`src/rtl/rr_arb_mux.sv`:
```
// rtl/rr_arb_mux.sv - N:1 round-robin arbitrating mux with a single registered output stage
// Define ARB_MUX_FIXED_PRIO_EN for fixed lowest-index-wins priority (no rr pointer).
module rr_arb_mux #(
   parameter int NUM_CH = 32,
   parameter int WIDTH  = 32,
   parameter int SEL_W  = $clog2(NUM_CH)
) (
   input  logic                    clk,
   input  logic                    rst,
   input  logic [NUM_CH-1:0]       in_valid,
   input  logic [NUM_CH*WIDTH-1:0] in_data,
   output logic [NUM_CH-1:0]       in_ready,
   output logic                    out_valid,
   output logic [WIDTH-1:0]        out_data,
   output logic [SEL_W-1:0]        out_sel,
   input  logic                    out_ready
);

   logic                out_valid_q, out_valid_d;
   logic [WIDTH-1:0]    out_data_q,  out_data_d;
   logic [SEL_W-1:0]    out_sel_q,   out_sel_d;
   logic [SEL_W-1:0]    base;
   logic [SEL_W-1:0]    grant_idx;
   logic                grant_any;
   logic [NUM_CH-1:0]   grant;
   logic                load;
   logic                xfer;

`ifdef ARB_MUX_FIXED_PRIO_EN
   assign base = '0;
`else
   logic [SEL_W-1:0]    rr_ptr_q, rr_ptr_d;
   assign base = rr_ptr_q;
`endif

   // Scan from base upward with wraparound; the first valid channel wins.
   always_comb begin : arb
      int               idx;
      logic [SEL_W-1:0] cand;
      idx       = 0;
      cand      = '0;
      grant_any = 1'b0;
      grant_idx = '0;
      for (int off = 0; off < NUM_CH; off++) begin
         idx = int'(base) + off;
         if (idx >= NUM_CH) begin
            idx = idx - NUM_CH;
         end
         cand = SEL_W'(idx);
         if (!grant_any && in_valid[cand]) begin
            grant_any = 1'b1;
            grant_idx = cand;
         end
      end
      grant = '0;
      if (grant_any) begin
         grant[grant_idx] = 1'b1;
      end
   end

   assign load     = !out_valid_q || out_ready;
   assign in_ready = grant & {NUM_CH{load && !rst}};
   assign xfer     = grant_any && load && !rst;

   always_comb begin
      out_valid_d = out_valid_q;
      out_data_d  = out_data_q;
      out_sel_d   = out_sel_q;
      if (xfer) begin
         out_valid_d = 1'b1;
         out_data_d  = in_data[int'(grant_idx)*WIDTH +: WIDTH];
         out_sel_d   = grant_idx;
      end else if (load) begin
         out_valid_d = 1'b0;
      end
   end

`ifndef ARB_MUX_FIXED_PRIO_EN
   always_comb begin
      rr_ptr_d = rr_ptr_q;
      if (xfer) begin
         rr_ptr_d = (grant_idx == SEL_W'(NUM_CH - 1)) ? '0 : grant_idx + 1'b1;
      end
   end

   always_ff @(posedge clk) begin
      if (rst) begin
         rr_ptr_q <= '0;
      end else begin
         rr_ptr_q <= rr_ptr_d;
      end
   end
`endif

   always_ff @(posedge clk) begin
      if (rst) begin
         out_valid_q <= 1'b0;
         out_data_q  <= '0;
         out_sel_q   <= '0;
      end else begin
         out_valid_q <= out_valid_d;
         out_data_q  <= out_data_d;
         out_sel_q   <= out_sel_d;
      end
   end

   assign out_valid = out_valid_q;
   assign out_data  = out_data_q;
   assign out_sel   = out_sel_q;

endmodule

```
`config.mk`:
```
export PLATFORM = sky130hd
export DESIGN_NAME = rr_arb_mux
export DESIGN_NICKNAME = d
export VERILOG_FILES = /design/src/rtl/rr_arb_mux.sv
export SDC_FILE = /design/constraint.sdc
export NUM_CORES = 1
export LEC_CHECK = 0
export BUFFER_PORTS_ARGS = -buffer_cell sky130_fd_sc_hd__clkbuf_2
export CORE_AREA = 3 3 439 441
export CTS_CLUSTER_DIAMETER = 150
export DETAILED_ROUTE_END_ITERATION = 8
export DIE_AREA = 0 0 442 444
export GPL_TIMING_DRIVEN = 0
export PLACE_DENSITY = 0.38
export RECOVER_POWER = 50
export SLEW_MARGIN = 20
export SYNTH_ARGS = -nofsm -noshare
export SYNTH_HDL_FRONTEND = slang
export SYNTH_SLANG_ARGS = --single-unit
```
`constraint.sdc`:
```
create_clock -name clk -period 8.4 [get_ports clk]
set_input_delay 1.68 -clock clk [delete_from_list [all_inputs] [get_ports clk]]
set_output_delay 1.68 -clock clk [all_outputs]
set_load 0.01 [all_outputs]
```
* Yosys cells after proc, flatten, opt, wreduce, memory -nomap -nowiden
Cells that the tools add are included.
W data, S select, Z words.
** Cells by class
- Add/sub/neg operators :: 64
- Magnitude comparators :: 66
- Equal/unequal tests :: 1
- Shift operators :: 1
- Multiplexer cells :: 166
- Bitwise gates (word level) :: 1
- Reductions and logical operators :: 70
** Operators by type and width (number)
- $shiftx A1024 B11 Y32 :: 1
- $mux W5 :: 65
- $lt A5 B6 Y1 const B :: 33
- $ge A6 B6 Y1 const B :: 31
- $bmux W1 S5 :: 32
- $sub A5 B1 Y5 const B :: 32
- $add A5 B5 Y6 const B :: 16
- $mux W1 :: 67
- $add A5 B4 Y6 const B :: 8
- $logic_and A1 B1 Y1 :: 35
- $logic_not A1 Y1 :: 33
- $and A32 B32 Y32 :: 1
- $mux W32 :: 1
- $add A5 B3 Y6 const B :: 4
- $add A5 B2 Y6 const B :: 2
- $add A5 B1 Y6 const B :: 1
- $ge A5 B6 Y1 const B :: 1
- $add A5 B1 Y5 const B :: 1
- $demux W1 S5 :: 1
- $eq A5 B5 Y1 const B :: 1
- $ge A5 B1 Y1 const B :: 1
- $reduce_bool A2 Y1 :: 1
- $logic_or A1 B1 Y1 :: 1
** Storage, ports and cells
- Register bits :: 43
- Input bits :: 1059
- Word-level logic and storage cells :: 373

* Depth between registers and ports, before layout
- Depth in word-level cells :: 104
- Mapped depth :: 33

* Worst setup path after synthesis
Ideal clock, no wire load.
- Path kind :: reg2out
- Start point :: reg rr_ptr_q[1], in the netlist base[1]
- End point :: out in_ready[15]
- Data arrival time :: 6.259 ns
- Slack :: 0.461 ns
- Stages on the path, launching flop included :: 27
- Path through :: dfxtp_1 buf_6 buf_12 buf_6 inv_1 clkbuf_1 ha_1 buf_6 buf_2 buf_2 mux4_2 mux2_2 mux4_2 nor4_4 nand3_2 nor3_1 a22o_1 and3_1 nor2_4 inv_2 buf_6 buf_2 buf_4 buf_1 ha_1 nand2_1 nor4_1
** Between the ends
- Longest elaborated chain between the ends :: 104
- Elaborated cells between the ends (all ways) :: 324
- Those cells by class :: add/sub: 63; order compare: 34; mux: 163; bitwise: 1; reduce/logical: 63
** RTL lines
- start, declared :: RTL line 32 : logic [SEL_W-1:0] rr_ptr_q, rr_ptr_d;
- start signal, assigned :: RTL line 90 : rr_ptr_q <= rr_ptr_d;
- branches (longest 97 deep; another with $add A5 B1 Y6)
- $mux W5 * :: RTL line 50 : if (!grant_any && in_valid[cand]) begin
- net grant_idx[1] :: RTL line 23 : logic [SEL_W-1:0] grant_idx;
- $lt A5 B6 Y1 (implied by the code) or $ge A5 B1 Y1 (tied branches) :: RTL line 57 : grant[grant_idx] = 1'b1;
- $logic_and A1 B1 Y1 (implied by the code) :: RTL line 57
- $mux W1 (implied by the code) :: RTL line 57
- $demux W1 S5 * :: RTL line 57
- $mux W32 * :: RTL line 56 : if (grant_any) begin
- $and A32 B32 Y32 * :: RTL line 62 : assign in_ready = grant & {NUM_CH{load && !rst}};
- end, declared :: RTL line 12 : output logic [NUM_CH-1:0] in_ready,
Mark *: on every way through the listed nets, which the timed path passes. The select of a mux whose other input is x is not followed.

* Final worst setup path
- Start point :: in in_valid[21]
- End point :: reg out_data_q[13], in the netlist out_data[13]
** Between the ends
- Longest elaborated chain between the ends :: 98
- Elaborated cells between the ends (all ways) :: 193
- Those cells by class :: shift: 1; mux: 128; reduce/logical: 64
** RTL lines
- start, declared :: RTL line 10 : input logic [NUM_CH-1:0] in_valid,
- branches (longest 98 deep; another with $bmux W1 S5)
- end signal, assigned :: RTL line 102 : out_data_q <= out_data_d;
- end, declared :: RTL line 20 : logic [WIDTH-1:0] out_data_q, out_data_d;
Parallel ways; which one is timed is not known. The select of a mux whose other input is x is not followed.
A chain may end at the register's enable or synchronous reset.

==> results.toml <==
[clock_tree]
clkLatencyLatePin_ps = 350
ctsHoldBuffers = 0
clockBufferDepth = 2
clock-sinks = 43
path_clk_slew_ps = 90
cts_tree = "done"
root_buffer = "clkbuf_16"
htree_levels = 2
cts_buffers = 5

[worst_setup_path]
crit_path_end_kind = "flip-flop"
arrival_ps = 8780
critPathLaunchType = "input port"
cp_max_fo = 10
path_class = "input port to flip-flop"
crit_top_cell = "mux2i_1"
crit_slowest_cell = "nor3_1"
required_ps = 8590
crit_path_cell_trace = "clkbuf_2 > mux2i_1 > mux4_2 > o22ai_2 > a311o_2 > clkbuf_1 > a21oi_1 > o211ai_1 > a22o_1 > and3_4 > nor2_4 > buf_12 > clkinv_8 > buf_6 > buf_2 > buf_4 > mux2i_1 > nor2_1 > nor3_1 > a31oi_1"
slowest_delay_ps = 930

[status]
violations = "negative setup slack"
status = "finished, violations left"

[layout]
design_area_um2 = 29680
drive_above_1_share_pct = 51.52
final_common_cell = "clkbuf_2"
final_cell_mix = "clkbuf_2 (1108), mux2i_1 (325), nand2_1 (302)"
nFillCells = 21823
layout.nets = 4528
area_growth_pct = 62.50

[synthesis]
syn_nets = 3313
syn_area_per_cell_um2 = 8.166
synth-seq-area-share_pct = 4.713
yosys_most_used_dff = "dfxtp_1"
synthCells = 2237
async_flop_share_pct = 0
synth_cell_types = 112
ys_warn_count = 0
ys_ff_latch = 43
syn-cell-area_um2 = 18270
synth_edf_count = 0

[floorplanning]
rows = 160
die_h_um = 444
ioPinCount = 1129
initial_core_util_pct = 9.635
dieWidth_um = 442
dieArea_um2 = 196200
core_um2 = 189600

[routing]
viasPerCell = 4.763
drtIter0Drc = 3731
vias = 28830
wl_per_cell_um = 48.23
drt_first_pass_iters = 8
antenna_left = 0
routed_wl_um = 291900
drc = 0

[timing]
tightestPinTransition_ps = 1381
maxSlewHeadroom_pct = 5.281
final_hold_viol_count = 0
setup_violations = 7
tns_ps = -612.0
worst_slack_ps = -192.8
fmax_ghz = 0.1164
period_minus_slack_ps = 8593
finClkSkew_ps = 17.13
slew_violations = 0
post-route-period-util_pct = 102.3

[global_routing]
grt_max_degree = 19
grtUsageTotal_pct = 28.27
grt_pass1_wl_um = 348800
overflow = 0
antenna_found_initial = 196
grt_pass1_vias = 26892

[placed_design]
place_hpwl_um = 257100
gp_congestion = 1.036
numPortBuffers = 1123
dpl_cell_area_um2 = 27380

[worst_hold_path]
min_path_type = "flip-flop to flip-flop"

[run]
cap_violations = 0
## stage by stage
stage | hold slack [ps] | instances | utilization, % | setup WS, ps
after floorplan | 497.4 | 2237 | - | 460.7
after global placement | 442.6 | 5871 | 14.26 | -5038
after detailed placement | 447.5 | 5885 | 14.44 | -3965
after CTS | 475.1 | 5952 | 15.39 | 2.045
after global routing | 513.3 | 6019 | 15.61 | -88.38
final | 476.9 | 6053 | 15.66 | -192.8
## worst paths after layout
kind | from | to | slack (ps) | depth (start not counted)
hold / removal | out_sel[2] | out_sel[2] | 480 | 1
setup reg to reg | base[2] | out_data[13] | -170 | 23
setup / recovery | in_valid[21] | out_data[13] | -190 | 20
hold reg to reg | out_sel[2] | out_sel[2] | 480 | 1
## critical path, delay by kind of cell
family / cells / cell delay [ps]
simple gates: 4 / 1430
mux: 3 / 1380
buf+inv: 7 / 2610
compound gates: 6 / 1520
## per-layer routing
layer	share of wire, %	routed length [um]	vias to the layer above	global-route usage (%)
li1	-	-	11395	-
met1	39	113500	14857	33.84
met2	44	129000	2073	43.48
met3	8.1	23560	449	6.887
met4	8.7	25500	56	21.87
met5	0.11	331	-	0
## synth_stat cells (all sizes together), types with 20 or more instances
library cell  count  area, um2
mux4            142       3198
a21oi           117      623.1
o22ai            82      513.0
xnor2            22      200.2
nor2            132      508.0
a32oi            25      226.5
o21ai            74      377.9
clkbuf           76      286.5
nand2           312       1171
a211o            20      175.2
buf             136      935.9
dfxtp            43      860.8
mux2i           345       3461
nand3            63      325.3
a31oi            44      275.3
and3             31      193.9
o221ai           23      201.4
a211oi           20      167.7
nor3             55      311.6
mux2            108       1216
a22oi            21      157.7
nand4            24      165.2
## sequential cells by signal, summed over array words and instances, names as in the netlist
| signal | count |
|---|---|
| base | 5 |
| out_valid | 1 |
| out_data | 32 |
| out_sel | 5 |
## cells by family after synthesis
kind of cell / share of synthesized area, %
compound gates: 22.83
xor+xnor: 1.617
fa+ha+maj: 1.164
buf+inv: 7.096
flops: 4.713
mux: 43.11
simple gates: 19.47
## repair_timing
action / CTS / global route
pin swaps: 28 / 18
resized for setup: 285 / 56
endpoints found under the setup margin: 71 / 40
gates cloned: 0 / 0
buffers inserted: 61 / 15
endpoints found under the hold margin: 0 / 0
## layout make-up
cell class | count | area, um2 | share of cell area, %
tap | 2511 | 3142 | 10.58
clock inverter | 3 | 23.77 | 0.08009
clock buffer | 5 | 125.1 | 0.4215
antenna | 89 | 222.7 | 0.7503
multi-input combinational | 1963 | 17080 | 57.54
timing repair buffer | 1213 | 6430 | 21.66
buffer | 207 | 1685 | 5.678
inverter | 19 | 106.4 | 0.3583
sequential | 43 | 869.6 | 2.930
Power is not shown: default switching activity piles up to over one toggle a cycle in this logic, so the estimate is an artifact.
